===== src/rtl/mem_access.sv =====
// Memory-access stage: runs data-memory loads/stores via req/ack, forwards results to write-back.
// Optional request timeout enabled by defining MEM_TIMEOUT_EN.
module mem_access #(
  parameter int ADDR_W         = 32,
  parameter int TIMEOUT_CYCLES = 16
) (
  input  logic              clk,
  input  logic              rst,
  input  logic              in_valid,
  output logic              in_ready,
  input  logic [5:0]        op_mem,
  input  logic [4:0]        Ri_memi,
  input  logic [31:0]       alu_mem,
  input  logic [31:0]       B_mem,
  input  logic              ife_mem,
  output logic              mem_req,
  output logic              mem_we,
  output logic [ADDR_W-1:0] mem_addr,
  output logic [31:0]       mem_wdata,
  input  logic [31:0]       mem_rdata,
  input  logic              mem_ack,
  output logic              wb_valid,
  output logic [5:0]        op_wb,
  output logic [4:0]        Ri_wbi,
  output logic [31:0]       write_wb,
  output logic              ife_wb,
  output logic              mem_err
);

  localparam logic [5:0] OP_LOAD  = 6'b010001;
  localparam logic [5:0] OP_STORE = 6'b010000;
  localparam logic [5:0] OP_NONE  = 6'b111111;

  typedef enum logic [1:0] {
    IDLE = 2'd0,
    REQ  = 2'd1,
    WB   = 2'd2
  } state_t;

  state_t      state;
  state_t      state_nx;

  logic [5:0]  op_q;
  logic [4:0]  ri_q;
  logic [31:0] alu_q;
  logic [31:0] b_q;
  logic        ife_q;

  logic        is_mem;
  logic        accept;
  logic        done;
  logic        tmo;
  logic        tmo_hit;

  assign is_mem = (op_mem == OP_LOAD) ||
                  (op_mem == OP_STORE);

`ifdef MEM_TIMEOUT_EN
  localparam int CNT_W = $clog2(TIMEOUT_CYCLES) + 1;
  localparam logic [CNT_W-1:0] CNT_LAST =
    CNT_W'(TIMEOUT_CYCLES - 1);

  logic [CNT_W-1:0] cnt;
  logic             err_q;

  assign tmo_hit = (cnt == CNT_LAST);
  assign mem_err = err_q;

  // err_q follows tmo, so it is high only in the WB cycle after a timeout
  always_ff @(posedge clk or posedge rst) begin
    if (rst) begin
      cnt   <= '0;
      err_q <= 1'b0;
    end else begin
      err_q <= tmo;
      if (accept) begin
        cnt <= '0;
      end else if (state == REQ && !mem_ack) begin
        cnt <= cnt + 1'b1;
      end
    end
  end
`else
  logic unused_timeout;

  assign unused_timeout = ^TIMEOUT_CYCLES;
  assign tmo_hit        = 1'b0;
  assign mem_err        = 1'b0;
`endif

  always_comb begin
    state_nx = state;
    accept   = 1'b0;
    done     = 1'b0;
    tmo      = 1'b0;
    unique case (state)
      IDLE: begin
        if (in_valid) begin
          accept   = 1'b1;
          state_nx = is_mem ? REQ : WB;
        end
      end
      REQ: begin
        if (mem_ack) begin
          done     = 1'b1;
          state_nx = WB;
        end else if (tmo_hit) begin
          tmo      = 1'b1;
          state_nx = WB;
        end
      end
      WB: begin
        state_nx = IDLE;
      end
      default: begin
        state_nx = IDLE;
      end
    endcase
  end

  always_ff @(posedge clk or posedge rst) begin
    if (rst) begin
      state <= IDLE;
    end else begin
      state <= state_nx;
    end
  end

  always_ff @(posedge clk or posedge rst) begin
    if (rst) begin
      op_q  <= '0;
      ri_q  <= '0;
      alu_q <= '0;
      b_q   <= '0;
      ife_q <= 1'b0;
    end else if (accept) begin
      op_q  <= op_mem;
      ri_q  <= Ri_memi;
      alu_q <= alu_mem;
      b_q   <= B_mem;
      ife_q <= ife_mem;
    end
  end

  // Write-back bundle changes only on the edge that enters WB
  always_ff @(posedge clk or posedge rst) begin
    if (rst) begin
      op_wb    <= '0;
      Ri_wbi   <= '0;
      write_wb <= '0;
      ife_wb   <= 1'b0;
    end else if (accept && !is_mem) begin
      op_wb    <= op_mem;
      Ri_wbi   <= Ri_memi;
      write_wb <= alu_mem;
      ife_wb   <= ife_mem;
    end else if (done) begin
      op_wb    <= op_q;
      Ri_wbi   <= ri_q;
      write_wb <= (op_q == OP_LOAD) ? mem_rdata : alu_q;
      ife_wb   <= ife_q;
    end else if (tmo) begin
      op_wb    <= OP_NONE;
      Ri_wbi   <= ri_q;
      write_wb <= '0;
      ife_wb   <= ife_q;
    end
  end

  assign in_ready  = (state == IDLE);
  assign mem_req   = (state == REQ);
  assign wb_valid  = (state == WB);
  assign mem_addr  = alu_q[ADDR_W-1:0];
  assign mem_wdata = b_q;
  assign mem_we    = (op_q == OP_STORE);

endmodule


===== config.mk =====
export PLATFORM = sky130hd
export DESIGN_NAME = mem_access
export DESIGN_NICKNAME = d
export VERILOG_FILES = /design/src/rtl/mem_access.sv
export SDC_FILE = /design/constraint.sdc
export NUM_CORES = 1
export LEC_CHECK = 0
export ABC_AREA = 1
export BUFFER_PORTS_ARGS = -buffer_cell sky130_fd_sc_hd__buf_2
export CORE_MARGIN = 2
export CORE_UTILIZATION = 44
export DETAILED_ROUTE_END_ITERATION = 16
export GPL_ROUTABILITY_DRIVEN = 0
export HOLD_SLACK_MARGIN = 0.02
export PLACE_DENSITY = 0.77
export SYNTH_ARGS = -nofsm -noshare
export SYNTH_HDL_FRONTEND = slang
export SYNTH_SLANG_ARGS = --single-unit
export TNS_END_PERCENT = 50

===== constraint.sdc =====
create_clock -name clk -period 3.1 [get_ports clk]
set_input_delay 0 -clock clk [delete_from_list [all_inputs] [get_ports clk]]
set_output_delay 0 -clock clk [all_outputs]
set_load 0.01 [all_outputs]

==> results.yml <==
placement:
  io_buffers: 223
  dp_cells: 1042
  pre_cts_ws_ns: 1.177
  hpwlAfterDp_um: 10540
floorplan:
  num_rows: 40
  pin_count: 225
  die_area_mm2: 0.01337
  placeableCoreArea_mm2: 0.01206
  initial_core_util_pct: 45.45
  die_x_um: 115.6
  die_h_um: 115.6
sta:
  fin_tns_setup_ns: 0
  slew_violations: 0
  clock.fmax_mhz: 403.8
  hold_viol: 0
  post-route-min-period_ns: 2.477
  worst_pin_slew_ns: 0.8843
  holdWs_ns: 0.1233
  rsz0062_at_grt: "false"
  skew_ns: 0.01078
  fin_ws_ns: 0.6234
  fin_crit_sh_pct: 79.89
  slew_headroom_pct: 41.05
  report.final.setup_viol: 0
clock_network:
  numCtsBuffers: 17
  cts_root_buffer: "clkbuf_16"
  clk_path_buf_depth: 2
  cts_tree: "built"
  clk_latency_ns: 0.41
  clk_pin_slew_ns: 0.05
  clkSinkCount: 122
  cts_max_level: 4
grt:
  grt_pass1_vias: 5942
  grt_pass1_wl_um: 28700
  antenna_found_initial: 0
  grt_remaining_overflow: 0
  grt_max_degree: 93
  globalRouteTotalUtil_pct: 27.49
power:
  powerDensity_mw_per_mm2: 610.3
  internal_power_mw: 3.586
  p_leak_nw: 4.560
  comb_power_share_pct: 22.7
  p_clk_share_pct: 37.6
  pwr-share-seq_pct: 39.7
  vdd_drop_max_v: 0.0003298
  switching_share_pct: 29.74
  power.total_mw: 5.103
  p_sw_mw: 1.518
setup_path:
  critPathMaxFanout: 31
  r2r_end: "write_wb[7]"
  reg2reg_from: "state[1]"
  crit_type: "reg2reg"
  startpoint_type: "flip-flop"
  cp_common_cell: "inv_2"
  critPathCaptureType: "flip-flop"
  path_cells: "nor2_4 -> nand2_4 -> inv_2 -> nand2_2 -> inv_2 -> nand2_1 -> nand3_1 -> dlygate4sd3_1"
  r2r_cells: 8
  rrSetupSlack_ns: 0.62
  arrival_ns: 2.81
  crit_required_ns: 3.44
  critical-path-max-stage-delay_ns: 0.62
  worst_path_max_delay_cell: "inv_2"
synth:
  ys_ff_latch: 122
  synth_cells: 683
  synthesis.area_mm2: 0.005482
  ys_seq_area_share_pct: 55.70
  synth_area_leaders: "dfrtp_1 (56%), nand2_1 (21%), nand3_1 (9.0%)"
  netlist_top_cells_count: "nand2_1 (312), dfrtp_1 (122), nand3_1 (99), inv_1 (35), o21ai_0 (32)"
  yosysWarnings: 0
  syn_area_per_cell_um2: 8.026
  yosysTopAreaCell: "dfrtp_1"
  ys_types: 23
  synth_flop_cell: "dfrtp_1"
  syn-num-nets: 795
  yosysTopAreaCellShare_pct: 55.70
  synth_edf_count: 0
  yosysMostFrequentCell: "nand2_1"
  synthArstFlopShare_pct: 100.0
drt:
  postRouteAntennaNets: 0
  first_pass_iters: 7
  drt-wirelength-per-cell_um: 15.38
  vias: 5857
  viasPerCell: 4.955
  drt_iter0_markers: 601
  wirelength_um: 18180
  drc: 0
layout:
  fillers: 880
  multi_input_area_mm2: 0.002082
  fin_cells: 1182
  regArea_mm2: 0.003053
  diodes: 0
  drive_gt1_share_pct: 26.82
  area_growth_pct: 52.55
  layout.nets: 1115
job:
  drv_cap: 0
hold_path:
  hold_class: "in2async"
status:
  status: "finished clean"
## layer usage
layer  track usage, %  wire (um)  vias to the layer above
li1                 -          -                     2791
met1            34.22       7292                     2716
met2            46.98       8916                      314
met3            6.538       1630                       36
met4            9.921        336                        0
met5                0          0                        -
## area by class of cell
cell class,count,share of cell area [%]
timing repair buffer,342,27.47
clock inverter,8,1.137
tap,168,2.514
clock buffer,22,5.671
sequential,122,36.51
inverter,39,1.796
multi-input combinational,481,24.90
## logic make-up (layout without fill, tap and decap cells)
group / Yosys count / in the layout / synth area share (%)
flops: 122 / 122 / 55.70
compound gates: 37 / 37 / 3.447
simple gates: 443 / 443 / 34.28
buf+inv: 80 / 411 / 6.506
other cells: 1 / 1 / 0.06841
## power groups by stage
stage               logic [mW]  clock network, mW  registers, mW
floorplan                0.463                  0           2.14
global placement          1.01                  0           2.04
detailed placement        1.03                  0           2.04
CTS                       1.15               1.94           2.02
global route              1.29               2.02           2.06
finish                    1.16               1.92           2.03
## through the flow
step           instance area (um^2)  util [%]
2_1_floorplan                  5485         -
3_3_place_gp                   6691     55.48
3_5_place_dp                   6691     55.48
4_1_cts                        8362     69.33
5_1_grt                        8362     69.33
6_report                       8362     69.33
## worst max-delay path: cells and delay by family, from the launching register on
family | cells | cell delay (ns)
buf+inv | 3 | 1.23
flops | 1 | 0.40
simple gates | 5 | 0.76
## placed cells by master, fill, tap and decap left out
cell and count:
nand2_1 311, buf_2 223, dfrtp_1 122, dlygate4sd3_1 110
nand3_1 99, inv_1 34, o21ai_0 32, nand3b_1 18
clkbuf_16 17, buf_4 8, nor2_1 7, inv_2 4
clkinv_2 4, nand2_2 3, clkinvlp_4 3, clkbuf_8 3
nor2_4 2, a21oi_1 2, bufinv_16 2, clkbuf_1 2
nor2_2 1, nand2_4 1, o21ai_1 1, o21a_1 1
nor4_1 1, o22ai_1 1, conb_1 1, buf_12 1
## repair_timing
action / 4_1_cts / 5_1_grt
resized for setup: 0 / 0
hold buffers: 110 / 0
hold endpoints to repair: 199 / 0
buffers inserted: 0 / 0
## state kept, by name (all words and copies together), names as in the netlist
signal and cells:
mem_addr 32, mem_wdata 32, write_wb 32, ri_q 5, ife_wb 1, Ri_wbi 5
op_q 6, state 2, op_wb 6, ife_q 1
## worst max-delay path by stage
stage	start	end	slack, ns	depth (start not counted)
5_1_grt	state[1]	write_wb[11]	0.47	8
3_3_place_gp	state[1]	write_wb[13]	1.24	7
2_1_floorplan	rst	Ri_wbi[0]	1.60	1
6_report	state[1]	write_wb[7]	0.62	8
3_5_place_dp	state[1]	op_wb[4]	1.18	9
4_1_cts	state[1]	write_wb[8]	0.67	8
No activity file was read; power rests on OpenSTA's default activity.
